[config.mk]
export PLATFORM = sky130hd
export DESIGN_NAME = srq_collector
export DESIGN_NICKNAME = d
export VERILOG_FILES = /design/src/rtl/srq_collector_pkg.sv /design/src/rtl/srq_collector_chan.sv /design/src/rtl/srq_collector.sv
export SDC_FILE = /design/constraint.sdc
export NUM_CORES = 1
export LEC_CHECK = 0
export ABC_CLOCK_PERIOD_IN_PS = 1520
export CAP_MARGIN = 15
export CORE_ASPECT_RATIO = 0.75
export CORE_UTILIZATION = 45
export CTS_CLUSTER_DIAMETER = 200
export DETAILED_ROUTE_END_ITERATION = 10
export GPL_TIMING_DRIVEN = 1
export PLACE_DENSITY = 0.87
export REMOVE_ABC_BUFFERS = 1
export SYNTH_ARGS = -nofsm -noshare
export SYNTH_HDL_FRONTEND = slang
export SYNTH_SLANG_ARGS = --single-unit
[constraint.sdc]
create_clock -name clk -period 1.52 [get_ports clk]
set_input_delay 0.304 -clock clk [delete_from_list [all_inputs] [get_ports clk]]
set_output_delay 0.304 -clock clk [all_outputs]
set_load 0.01 [all_outputs]
[src/rtl/srq_collector_pkg.sv]
// Shared definitions for the service-request collector.
//  - CPU op-bit indices decoded outside this block into the strobe inputs
//  - well-known channel indices
//  - par view selector and the lowest-set-bit encoder used for par
package srq_collector_pkg;

    // Op-bit indices of the CPU instruction word that generate the strobes.
    localparam int GET_SRQ      = 0;
    localparam int GET_SRQ_OVR  = 1;
    localparam int SET_SRQ_MASK = 2;
    localparam int SET_SRQ_MODE = 3;

    // Channel assignments.
    localparam int SRQ_HOST = 0;
    localparam int SRQ_GPS  = 1;

    localparam int NCHAN_MAX = 8;

    // Which snapshot par presents. VIEW_NONE keeps par at zero until the
    // first strobe after reset.
    typedef enum logic [1:0] {
        VIEW_NONE = 2'd0,
        VIEW_SRQ  = 2'd1,
        VIEW_OVR  = 2'd2
    } par_view_e;

    // Index of the lowest set bit, 4'hF when no bit is set.
    function automatic logic [3:0] lowest_set(input logic [NCHAN_MAX-1:0] v);
        lowest_set = 4'hF;
        for (int i = NCHAN_MAX - 1; i >= 0; i--) begin
            if (v[i]) lowest_set = 4'(i);
        end
    endfunction

endpackage

[src/rtl/srq_collector_chan.sv]
// One request channel: edge detect, sticky pending, sticky overrun and the
// per-channel mask and mode bits.
// Ports:
//  clk, rst      clock, asynchronous active-high reset
//  src           request input (clk domain)
//  rd_stb        snapshot-and-clear strobe
//  rd_ovr_stb    overrun read-and-clear strobe
//  wr_mask/_mode write strobes, mask_wd/mode_wd the new bit values
//  pending, mask, ovr   current register values
//  irq_next      pending & mask as they will be after this edge
module srq_chan
    import srq_collector_pkg::*;
#(
    parameter logic MASK_RST = 1'b0,
    parameter logic EDGE_RST = 1'b0
) (
    input  logic clk,
    input  logic rst,
    input  logic src,
    input  logic rd_stb,
    input  logic rd_ovr_stb,
    input  logic wr_mask,
    input  logic wr_mode,
    input  logic mask_wd,
    input  logic mode_wd,
    output logic pending,
    output logic mask,
    output logic ovr,
    output logic irq_next
);

    logic src_d;
    logic mode;
    logic evt;
    logic ovr_set;
    logic pending_next;
    logic mask_next;
    logic mode_next;
    logic ovr_next;

    // NOTE: every always_comb output gets a value on every path (defaults
    // first) so no latch is inferred.
    always_comb begin
        evt          = mode ? (src & ~src_d) : src;
        // A read only clears the channel if it was enabled; an event in the
        // read cycle is re-latched so it is never lost.
        pending_next = rd_stb ? ((pending & ~mask) | evt) : (pending | evt);
        // An event that lands on a pending bit being read out is not an overrun.
        ovr_set      = evt & pending & ~(rd_stb & mask);
        ovr_next     = rd_ovr_stb ? ovr_set : (ovr | ovr_set);
        mask_next    = wr_mask ? mask_wd : mask;
        mode_next    = wr_mode ? mode_wd : mode;
        irq_next     = pending_next & mask_next;
    end

    // NOTE: sequential state uses non-blocking assignments only, so every
    // flop samples the pre-edge values of the others.
    always_ff @(posedge clk or posedge rst) begin
        if (rst) begin
            src_d   <= 1'b0;
            pending <= 1'b0;
            ovr     <= 1'b0;
            mask    <= MASK_RST;
            mode    <= EDGE_RST;
        end else begin
            // src_d tracks src regardless of mode, so switching level->edge
            // with src already high does not create an edge.
            src_d   <= src;
            pending <= pending_next;
            ovr     <= ovr_next;
            mask    <= mask_next;
            mode    <= mode_next;
        end
    end

endmodule

[src/rtl/srq_collector.sv]
// Collects NCHAN service-request sources into sticky pending bits and drives
// one interrupt, plus a read-and-clear snapshot for the CPU.
// Ports:
//  clk        cpu_clk
//  rst        asynchronous active-high reset
//  src        request inputs, clk domain
//  rd_stb     snapshot pending & mask, clear the enabled pending bits
//  rd_ovr_stb snapshot and clear overrun flags
//  wr_mask    mask <= tos[NCHAN-1:0]
//  wr_mode    mode <= tos[NCHAN-1:0] (1 = rising edge, 0 = level)
//  tos        CPU write data
//  par        {any, 3'b0, idx, snap} or {8'h0, ovr_snap}, whichever was read last
//  ser        any enabled request at the last rd_stb
//  irq        high while any enabled request is pending
module srq_collector
    import srq_collector_pkg::*;
#(
    parameter int         NCHAN    = 4,
    parameter logic [7:0] MASK_RST = 8'h01,
    parameter logic [7:0] EDGE_RST = 8'h00
) (
    input  logic             clk,
    input  logic             rst,
    input  logic [NCHAN-1:0] src,
    input  logic             rd_stb,
    input  logic             rd_ovr_stb,
    input  logic             wr_mask,
    input  logic             wr_mode,
    input  logic [15:0]      tos,
    output logic [15:0]      par,
    output logic             ser,
    output logic             irq
);

    logic [NCHAN-1:0] pending;
    logic [NCHAN-1:0] mask;
    logic [NCHAN-1:0] ovr;
    logic [NCHAN-1:0] irq_next;
    logic [NCHAN-1:0] snap;
    logic [NCHAN-1:0] ovr_snap;
    par_view_e        view;

    logic [7:0] snap8;
    logic [7:0] ovr_snap8;
    logic [3:0] idx;

    // Write-data bits above NCHAN are deliberately ignored.
    logic unused_tos;
    assign unused_tos = ^tos[15:NCHAN];

    for (genvar i = 0; i < NCHAN; i++) begin : g_chan
        srq_chan #(
            .MASK_RST (MASK_RST[i]),
            .EDGE_RST (EDGE_RST[i])
        ) u_chan (
            .clk        (clk),
            .rst        (rst),
            .src        (src[i]),
            .rd_stb     (rd_stb),
            .rd_ovr_stb (rd_ovr_stb),
            .wr_mask    (wr_mask),
            .wr_mode    (wr_mode),
            .mask_wd    (tos[i]),
            .mode_wd    (tos[i]),
            .pending    (pending[i]),
            .mask       (mask[i]),
            .ovr        (ovr[i]),
            .irq_next   (irq_next[i])
        );
    end

    always_ff @(posedge clk or posedge rst) begin
        if (rst) begin
            snap     <= '0;
            ovr_snap <= '0;
            view     <= VIEW_NONE;
            ser      <= 1'b0;
            irq      <= 1'b0;
        end else begin
            irq <= |irq_next;
            if (rd_stb) begin
                snap <= pending & mask;
                ser  <= |(pending & mask);
            end
            if (rd_ovr_stb) begin
                ovr_snap <= ovr;
            end
            // Both strobes together: the request view wins.
            if (rd_stb) begin
                view <= VIEW_SRQ;
            end else if (rd_ovr_stb) begin
                view <= VIEW_OVR;
            end
        end
    end

    always_comb begin
        snap8                 = '0;
        snap8[NCHAN-1:0]      = snap;
        ovr_snap8             = '0;
        ovr_snap8[NCHAN-1:0]  = ovr_snap;
        idx                   = lowest_set(snap8);
        par                   = '0;
        case (view)
            VIEW_SRQ: par = {|snap8, 3'b000, idx, snap8};
            VIEW_OVR: par = {8'h00, ovr_snap8};
            default:  par = '0;
        endcase
    end

endmodule

* Yosys cells after proc, flatten, opt, wreduce, memory -nomap -nowiden
Index checks and enable logic that the tools add are counted.
** Operators by class
- Magnitude comparators :: 0
- $add $sub $neg :: 0
- $mul :: 0
- Reduce and logical (&&, ||, !) cells :: 4
- Multiplexer cells :: 23
- Equal/unequal tests :: 2
- Divide/modulo/power cells :: 0
- Shift operators :: 0
- Bitwise gates (word level) :: 49
** Operators with widths (count)
- $pmux 16 s2 :: 1
- $and 1x1->1 :: 24
- $mux 1 :: 16
- $mux 4 :: 4
- $not 1->1 :: 12
- $or 1x1->1 :: 12
- $reduce_or 4->1 :: 3
- $and 4x4->4 :: 1
- $mux 2 :: 2
- $eq 2x1->1 const B :: 1
- $eq 2x2->1 const B :: 1
- $reduce_bool 2->1 :: 1
** Storage, ports and cells
- Output and inout port bits :: 18
- Bits in latches :: 0
- Register bits after elaboration :: 32
- Bits in read-only memories :: 0
- Bits of input ports :: 26
- RAM bits :: 0
- Memories :: 0

* Longest topological paths before layout
Gate-level depths: netlist of the first run.
- Depth after elaboration :: 7
- Gate-level depth with buffers :: 4
- Gate-level depth less buffers :: 4

* Hierarchy
Synthesis of the first run repeated with hierarchy kept, for this count alone.
** Second synthesis, totals
- Cells, all modules :: 122
- Area, all modules :: 1432.6 µm²
** By module, submodules not included
- srq_collector :: cells an instance 66, area an instance 645.6 µm², times used 1
- srq_chan (g_chan[1].u_chan ...) :: cells an instance 14, area an instance 196.4 µm², times used 3
- srq_chan (g_chan[0].u_chan) :: cells an instance 14, area an instance 197.7 µm², times used 1

* Worst setup path after synthesis of the first run
Ideal clock, no wire load.
- Path type :: register to output
- Start :: register view[0]
- End :: output port par[8]
- Stages on the path, launching flop included :: 5
- Arrival :: 1.240 ns
- Path slack :: -0.024 ns
- Required time :: 1.216 ns
- Cells stage by stage :: dfrtp_1 -> inv_1 -> ha_1 -> nand2b_1 -> a211oi_1
** Between the ends
- Word-level cells in the longest chain between the ends :: 2
- Elaborated cells on any way between the ends :: 3
- Those cells by class :: eq/ne (2); mux (1)
** Ends and longest elaborated chain
- from (decl) :: RTL line srq_collector.sv:41 : par_view_e view;
- from (signal assigned) :: RTL line srq_collector.sv:76 : view <= VIEW_NONE;
- from (signal assigned) :: RTL line srq_collector.sv:90 : view <= VIEW_SRQ;
- from (signal assigned) :: RTL line srq_collector.sv:92 : view <= VIEW_OVR;
- $eq 2x2->1 / $eq 2x1->1 (equally long branches) :: RTL line srq_collector.sv:104 : case (view)
- $pmux 16 s2 * :: RTL line srq_collector.sv:104
- to (decl) :: RTL line srq_collector.sv:30 : output logic [15:0] par,
Every way passes the cells marked *; elsewhere a longest branch is shown, timed or not.

* Worst setup path after layout of the first run
- Start :: register view[1]
- End :: output port par[1]
The elaborated chain is that of the path after synthesis.

==> metrics.log, run 1 <==
INFO  metric most-common-layout-cells = sky130_fd_sc_hd__dfrtp_1, sky130_fd_sc_hd__buf_4, sky130_fd_sc_hd__clkdlybuf4s50_1
INFO  metric status = complete, but fails checks
INFO  metric post_layout_nets = 197
INFO  metric grt_antenna_before_repair = 0
INFO  metric r2r-end = g_chan[3].u_chan.ovr
INFO  metric drv_slew = 0
INFO  metric via_count_of_the_first_global_routing_pass = 1,094
INFO  metric edff_count_synth = 0
INFO  metric timing_hold_violations_final = 0
INFO  metric route.detailed.vias_per_inst = 4.92
INFO  metric post-route-min-period = 1.77 ns
INFO  metric power.static_leakage = 0.000873 uW
INFO  metric i_o_pin_total = between 40 and 50
INFO  metric routed-via-count = 1,023
INFO  metric globalRoute.totalOverflow = 0
INFO  metric timing.critical_path.cells = buf_6, inv_4, ha_4, buf_6, a22oi_2, nor2_1, buf_2
INFO  metric violations = negative setup slack
INFO  metric postCtsHoldBufs = 0
INFO  metric crit_path_start_kind = flop
INFO  metric critical_path.most_common_cell = sky130_fd_sc_hd__buf_6
INFO  metric routed_wirelength = 2910 um
INFO  metric fp-row-count = 17
INFO  metric detailedRoute.firstPassIterationCount = 4
INFO  metric finalCritPeriodShare = 116%
INFO  metric grt_setup_unrepaired = true
INFO  metric end_kind = output pin
INFO  metric grt_start_max_net_pins = 21
INFO  metric finalWeightedCongestion = 0.813
INFO  metric yosys.cell_types.count = 27
INFO  metric portBuffers = 24
INFO  metric tritoncts = done
INFO  metric setup-violations-final = 9
INFO  metric area_delta_synth_final = 37.8%
INFO  metric tritoncts_num_sinks = 32
INFO  metric worst_skew = 0.00631 ns
INFO  metric worst_r2r_path_depth = 3
INFO  metric tritoncts.num_buffers = 5
INFO  metric cts_clock_pin_slew_for_the_worst_setup_and_hold_paths = ~0.060 ns
INFO  metric arrival = 1.46 ns
INFO  metric power.total = 2110 uW
INFO  metric primary_ff_master_synth = sky130_fd_sc_hd__dfrtp_1
INFO  metric clock_tree.htree_level_count = 2
INFO  metric swShare = 27.1%
INFO  metric tns = -1.74 ns
INFO  metric drt_iter0_drc = 13
INFO  metric synthesis.area_per_instance = 11.4 um^2
INFO  metric netlist_instances = roughly 120
INFO  metric biggest_fanout_along_the_worst_timing_path = 5
INFO  metric asyncSetResetFlopFracSynth = between 90% and 100%
INFO  metric power.share.sequential = 49.0%
INFO  metric clock_tree.root_cell = sky130_fd_sc_hd__clkbuf_8
INFO  metric cpMaxStageDelayCell = sky130_fd_sc_hd__dfrtp_1
INFO  metric max-cap-violations = 0
INFO  metric detail_route.drc_violations = 0
INFO  metric floorplan.die_area = ~3300 um^2
INFO  metric cp_data_required_time = 1.22 ns
INFO  metric synth.cell_area = 1400 um^2
INFO  metric gr-usage-all-layers = between 20% and 30%
INFO  metric start_util = 47.5%
INFO  metric setup.worst_path.class = reg -> out
INFO  metric average_wire_length_per_cell_after_detail_routing = 14.0 um
INFO  metric ys_ff_latch = 32
INFO  metric fmaxAchievable = about 0.57 GHz
INFO  metric final.setup.worst_slack = -0.246 ns
INFO  metric power.density = 1100 nW/um^2
INFO  metric insertedDiodeCount = 0
INFO  metric detailed_place.area = 1780 um^2
INFO  metric hold_path.class = in -> async
INFO  metric dp_hpwl = 2110 um
INFO  metric ctsLongestPathBuffers = 2
INFO  metric worst_ir_drop_vdd = slightly below 700 uV
INFO  metric preCtsSetupSlack = -0.455 ns
INFO  metric die_height = between 50 and 60 um
INFO  metric clockPowerShare = 28.7%
INFO  metric ant_nets = 0
INFO  metric final_common_cell = sky130_fd_sc_hd__dfrtp_1
INFO  metric post-route-cell-area = between 1500 and 2000 um^2
INFO  metric worst-r2r-setup-slack = approximately 0.50 ns
INFO  metric die_w = 66.3 um
INFO  metric power.combinational.fraction = 22.3%
INFO  metric switching_power = 571 uW
INFO  metric critical_path.max_stage_delay = 0.40 ns
INFO  metric r2r-start = g_chan[3].u_chan.mask
INFO  metric first_pass_grt_wire_length = 5020 um
INFO  metric internal = approximately 1500 uW
INFO  metric core_area = between 2000 and 3000 um^2
INFO  metric clock_latency = between 0.2 and 0.3 ns
INFO  metric synth.yosys.seq_area_share = 57.5%
INFO  metric drive_above_1_share = 37.6%
INFO  metric synthesis_warnings = 0
[cell usage after synthesis (2+ instances only)]
library cell,n,share of area (%)
sky130_fd_sc_hd__mux2_2,12,9.7
sky130_fd_sc_hd__or2_1,3,1.3
sky130_fd_sc_hd__nand2_1,4,1.1
sky130_fd_sc_hd__buf_4,8,4.3
sky130_fd_sc_hd__nand3_1,4,1.4
sky130_fd_sc_hd__nor2_1,8,2.2
sky130_fd_sc_hd__ha_1,2,1.8
sky130_fd_sc_hd__a22oi_1,6,3.2
sky130_fd_sc_hd__a21boi_1,3,1.6
sky130_fd_sc_hd__inv_1,11,3.0
sky130_fd_sc_hd__a21boi_0,5,2.7
sky130_fd_sc_hd__dfrtp_1,31,56
sky130_fd_sc_hd__o21ai_2,3,1.9
sky130_fd_sc_hd__buf_2,2,0.72
sky130_fd_sc_hd__o21ai_0,8,2.9
[area by class of cell]
class                   count  area (um^2)
multi-input cells          75          584
well taps                  38         47.5
fillers                   243         1010
clock buffers               8         80.1
repair buffers             44          365
inverters                  11         43.8
flip-flops and latches     32          802
[critical path, delay by kind of cell, from the launching register on]
kind                       cells  cell delay [ns]
AOI/OAI and AO/OA              1             0.16
buffers and inverters          4             0.42
and+or+nand+nor                1             0.05
DFF                            1             0.40
adders and majority gates      1             0.16
[cells by family after synthesis]
kind of cell / share of synthesized area (%)
buffers and inverters: 7.98
DFF: 57.5
adders and majority gates: 1.79
other: 0.269
muxes: 9.69
and+or+nand+nor: 8.61
AOI/OAI and AO/OA: 14.2
[power by group through the flow]
| stage | combinational [uW] | sequential, uW | clock (uW) |
|---|---|---|---|
| finish | 471 | 1030 | 605 |
| global route | 517 | 1050 | 664 |
| CTS | 457 | 1030 | 625 |
| detailed placement | 438 | 1040 | 0 |
| global placement | 420 | 1030 | 0 |
| floorplan | 205 | 1030 | 0 |
[timing repair]
| item | in CTS | in global routing |
|---|---|---|
| endpoints found under the setup margin | 9 | 9 |
| endpoints found under the hold margin | 0 | 0 |
| setup buffers | 0 | 1 |
| pin swaps | 5 | 4 |
| gates resized for setup | 53 | 3 |
[state kept, by name (all words and copies together) (netlist names)]
| name | count |
|---|---|
| ser | 1 |
| g_chan.u_chan.mode | 4 |
| ovr_snap | 4 |
| g_chan.u_chan.src_d | 4 |
| snap | 4 |
| irq | 1 |
| view | 2 |
| g_chan.u_chan.ovr | 4 |
| g_chan.u_chan.mask | 4 |
| g_chan.u_chan.pending | 4 |
[per-layer routing]
| metal | part of all wire, % | track usage (%) | vias to the layer above | routed length, um |
|---|---|---|---|---|
| met4 | 1.5 | 9.57 | 0 | 43 |
| met3 | 4.9 | 7.73 | 5 | 143 |
| li1 | - | - | 496 | - |
| met1 | 44 | 26.0 | 484 | 1290 |
| met5 | 0 | 0 | - | 0 |
| met2 | 49 | 34.4 | 38 | 1430 |
[worst max-delay path by stage]
stage,startpoint,endpoint,slack (ns),cells after the start
3_5_place_dp,view[0],par[8],-0.45,5
3_3_place_gp,view[0],par[8],-0.39,5
6_report,view[1],par[1],-0.25,7
5_1_grt,view[1],par[0],-0.30,7
2_1_floorplan,view[0],par[8],-0.02,4
4_1_cts,view[1],par[8],-0.23,4
[per-stage QoR]
stage          hold WS, ns  cells  utilization (%)
6_report             0.348    208             65.5
5_1_grt              0.369    208             65.5
4_1_cts              0.345    207             64.4
3_5_place_dp         0.491    199             60.6
3_3_place_gp         0.484    199             60.6
2_1_floorplan        0.335    118                -
Note: power is estimated with default switching activity, not from simulation.
==> run 2, diff against run 1 <==
- CELL_PAD_IN_SITES_DETAIL_PLACEMENT: not set -> 1
- CELL_PAD_IN_SITES_GLOBAL_PLACEMENT: not set -> 2
- CORE_UTILIZATION: 45 -> 28
- CTS_BUF_LIST: not set -> sky130_fd_sc_hd__clkbuf_16
- PLACE_DENSITY: 0.87 -> 0.86
==> metrics.log, run 2 (synthesis results as in run 1) <==
INFO  metric worst_skew = 0.00474 ns
INFO  metric finalCritPeriodShare = 118%
INFO  metric drive_above_1_share = 37.1%
INFO  metric timing.critical_path.cells = buf_6, ha_4, nand2b_4, a211oi_2, buf_2
INFO  metric tritoncts = done
INFO  metric most-common-layout-cells = sky130_fd_sc_hd__dfrtp_1, sky130_fd_sc_hd__buf_4, sky130_fd_sc_hd__clkdlybuf4s50_1
INFO  metric power.static_leakage = 0.000918 uW
INFO  metric fillers = 500
INFO  metric ctsLongestPathBuffers = 2
INFO  metric timing_hold_violations_final = 0
INFO  metric tritoncts.num_buffers = 5
INFO  metric final_util = 43.6%
INFO  metric multi_input_area = 566 um^2
INFO  metric max-cap-violations = 0
INFO  metric drv_slew = 0
INFO  metric cp_data_required_time = between 1 and 1.5 ns
INFO  metric gr-usage-all-layers = between 10% and 20%
INFO  metric grt_start_max_net_pins = 18
INFO  metric routed_wirelength = 3550 um
INFO  metric start_util = 30.2%
INFO  metric detail_route.drc_violations = 0
INFO  metric final.setup.worst_slack = -0.268 ns
INFO  metric worst-path-buf-inv = 2
INFO  metric die_height = roughly 63 um
INFO  metric average_wire_length_per_cell_after_detail_routing = 15.6 um
INFO  metric grt_antenna_before_repair = 0
INFO  metric finalWeightedCongestion = between 0.8 and 0.9
INFO  metric globalRoute.totalOverflow = 0
INFO  metric end_kind = output pin
INFO  metric postCtsHoldBufs = 0
INFO  metric insertedDiodeCount = 0
INFO  metric clock_tree.htree_level_count = 2
INFO  metric final_common_cell = sky130_fd_sc_hd__dfrtp_1
INFO  metric power.density = 1300 nW/um^2
INFO  metric post-place-cells = 218
INFO  metric clock_latency = approximately 0.28 ns
INFO  metric fmaxAchievable = 0.559 GHz
INFO  metric floorplan.die_area = 5270 um^2
INFO  metric final-seq-area = 802 um^2
INFO  metric r2r-start = g_chan[0].u_chan.mask
INFO  metric post_layout_nets = 197
INFO  metric biggest_fanout_along_the_worst_timing_path = 3
INFO  metric hold_path.class = in -> async
INFO  metric tritoncts_num_sinks = 32
INFO  metric post-route-min-period = 1.79 ns
INFO  metric dp_hpwl = 2620 um
INFO  metric clock_tree.root_cell = sky130_fd_sc_hd__clkbuf_16
INFO  metric cts_clock_pin_slew_for_the_worst_setup_and_hold_paths = 0.05 ns
INFO  metric routed-via-count = 1,050
INFO  metric area_delta_synth_final = 44.4%
INFO  metric critPathLaunch = view[1]
INFO  metric core_area = 4620 um^2
INFO  metric cpMaxStageDelayCell = sky130_fd_sc_hd__dfrtp_1
INFO  metric fp-row-count = 21
INFO  metric drt_iter0_drc = 29
INFO  metric die_w = 83.5 um
INFO  metric final.hold.worst_slack = ~0.40 ns
INFO  metric first_pass_grt_wire_length = 6090 um
INFO  metric setup-violations-final = 9
INFO  metric final_cells = roughly 230
INFO  metric grt_setup_unrepaired = true
INFO  metric crit_path_start_kind = flop
INFO  metric worst_ir_drop_vdd = 837 uV
INFO  metric preCtsSetupSlack = -0.536 ns
INFO  metric portBuffers = 24
INFO  metric ant_nets = 0
INFO  metric critical_path.max_stage_delay = 0.40 ns
INFO  metric route.detailed.vias_per_inst = 4.63
INFO  metric i_o_pin_total = 44
INFO  metric violations = negative setup slack
INFO  metric status = complete, but fails checks
INFO  metric arrival = 1.48 ns
INFO  metric cp_top_family = flip-flops
INFO  metric via_count_of_the_first_global_routing_pass = 1,206
INFO  metric setup.worst_path.class = reg -> out
INFO  metric detailedRoute.firstPassIterationCount = 4
[run 2: cell count changes in the layout (fill, tap and decap cells not counted), sizes merged]
cell / before / now
bufinv: 0 / 1
clkbuf: 8 / 5
clkdlybuf4s50: 15 / 14
clkinv: 0 / 1
dlymetal6s2s: 0 / 1
inv: 11 / 12
[run 2: power by group]
group	leakage, uW	switching, uW	internal (uW)	total, uW
sequential	0.000374	76.0	960	1040
clock	0.0000850	347	762	1110
combinational	0.000460	223	249	472
[run 2: metal layers]
metal | GRT usage (%) | up-vias | wire length [um]
met4 | 6.57 | 0 | 76
met1 | 17.7 | 525 | 1550
li1 | - | 494 | -
met5 | 0 | - | 0
met2 | 26.5 | 23 | 1800
met3 | 4.72 | 8 | 124
[run 2: tightest hold or removal path, delay by kind of cell]
family,cells,cell delay [ns]
buffers and inverters,3,0.73
[run 2: area by class of cell]
cell class,count,share of cell area [%]
sequential,32,39.8
multi-input combinational,75,28.1
timing repair buffer,44,18.3
clock buffer,5,6.21
tap,57,3.54
inverter,11,2.17
clock inverter,3,1.93
[run 2: final timing paths]
check	cells past startpoint	end	slack, ns
setup / recovery	5	par[8]	-0.27
min in group clk	1	g_chan[0].u_chan.src_d	0.50
hold / removal	3	irq	0.40
hold reg to reg	1	g_chan[0].u_chan.mode	0.51
setup reg to reg	3	g_chan[0].u_chan.ovr	0.49
max in group asynchronous	3	g_chan[0].u_chan.mask	0.88
[run 2: timing repair]
item	4_1_cts	5_1_grt
buffers inserted	1	0
gates resized for setup	54	1
setup endpoints to repair	9	10
pin swaps	2	0
[run 2: metrics by stage]
step	cell area (um^2)	total power, uW	TNS [ns]
2_1_floorplan	1350	1230	-0.0244
6_report	2010	2620	-1.86
3_5_place_dp	1800	1490	-3.51
5_1_grt	2010	2740	-2.60
4_1_cts	2010	2650	-1.74
3_3_place_gp	1800	1460	-2.70
==> run 3, diff against run 2 <==
- HOLD_SLACK_MARGIN: not set -> 0.08
==> results of run 3 <==
Final layout, timing and power as in run 2 (identical DEF).
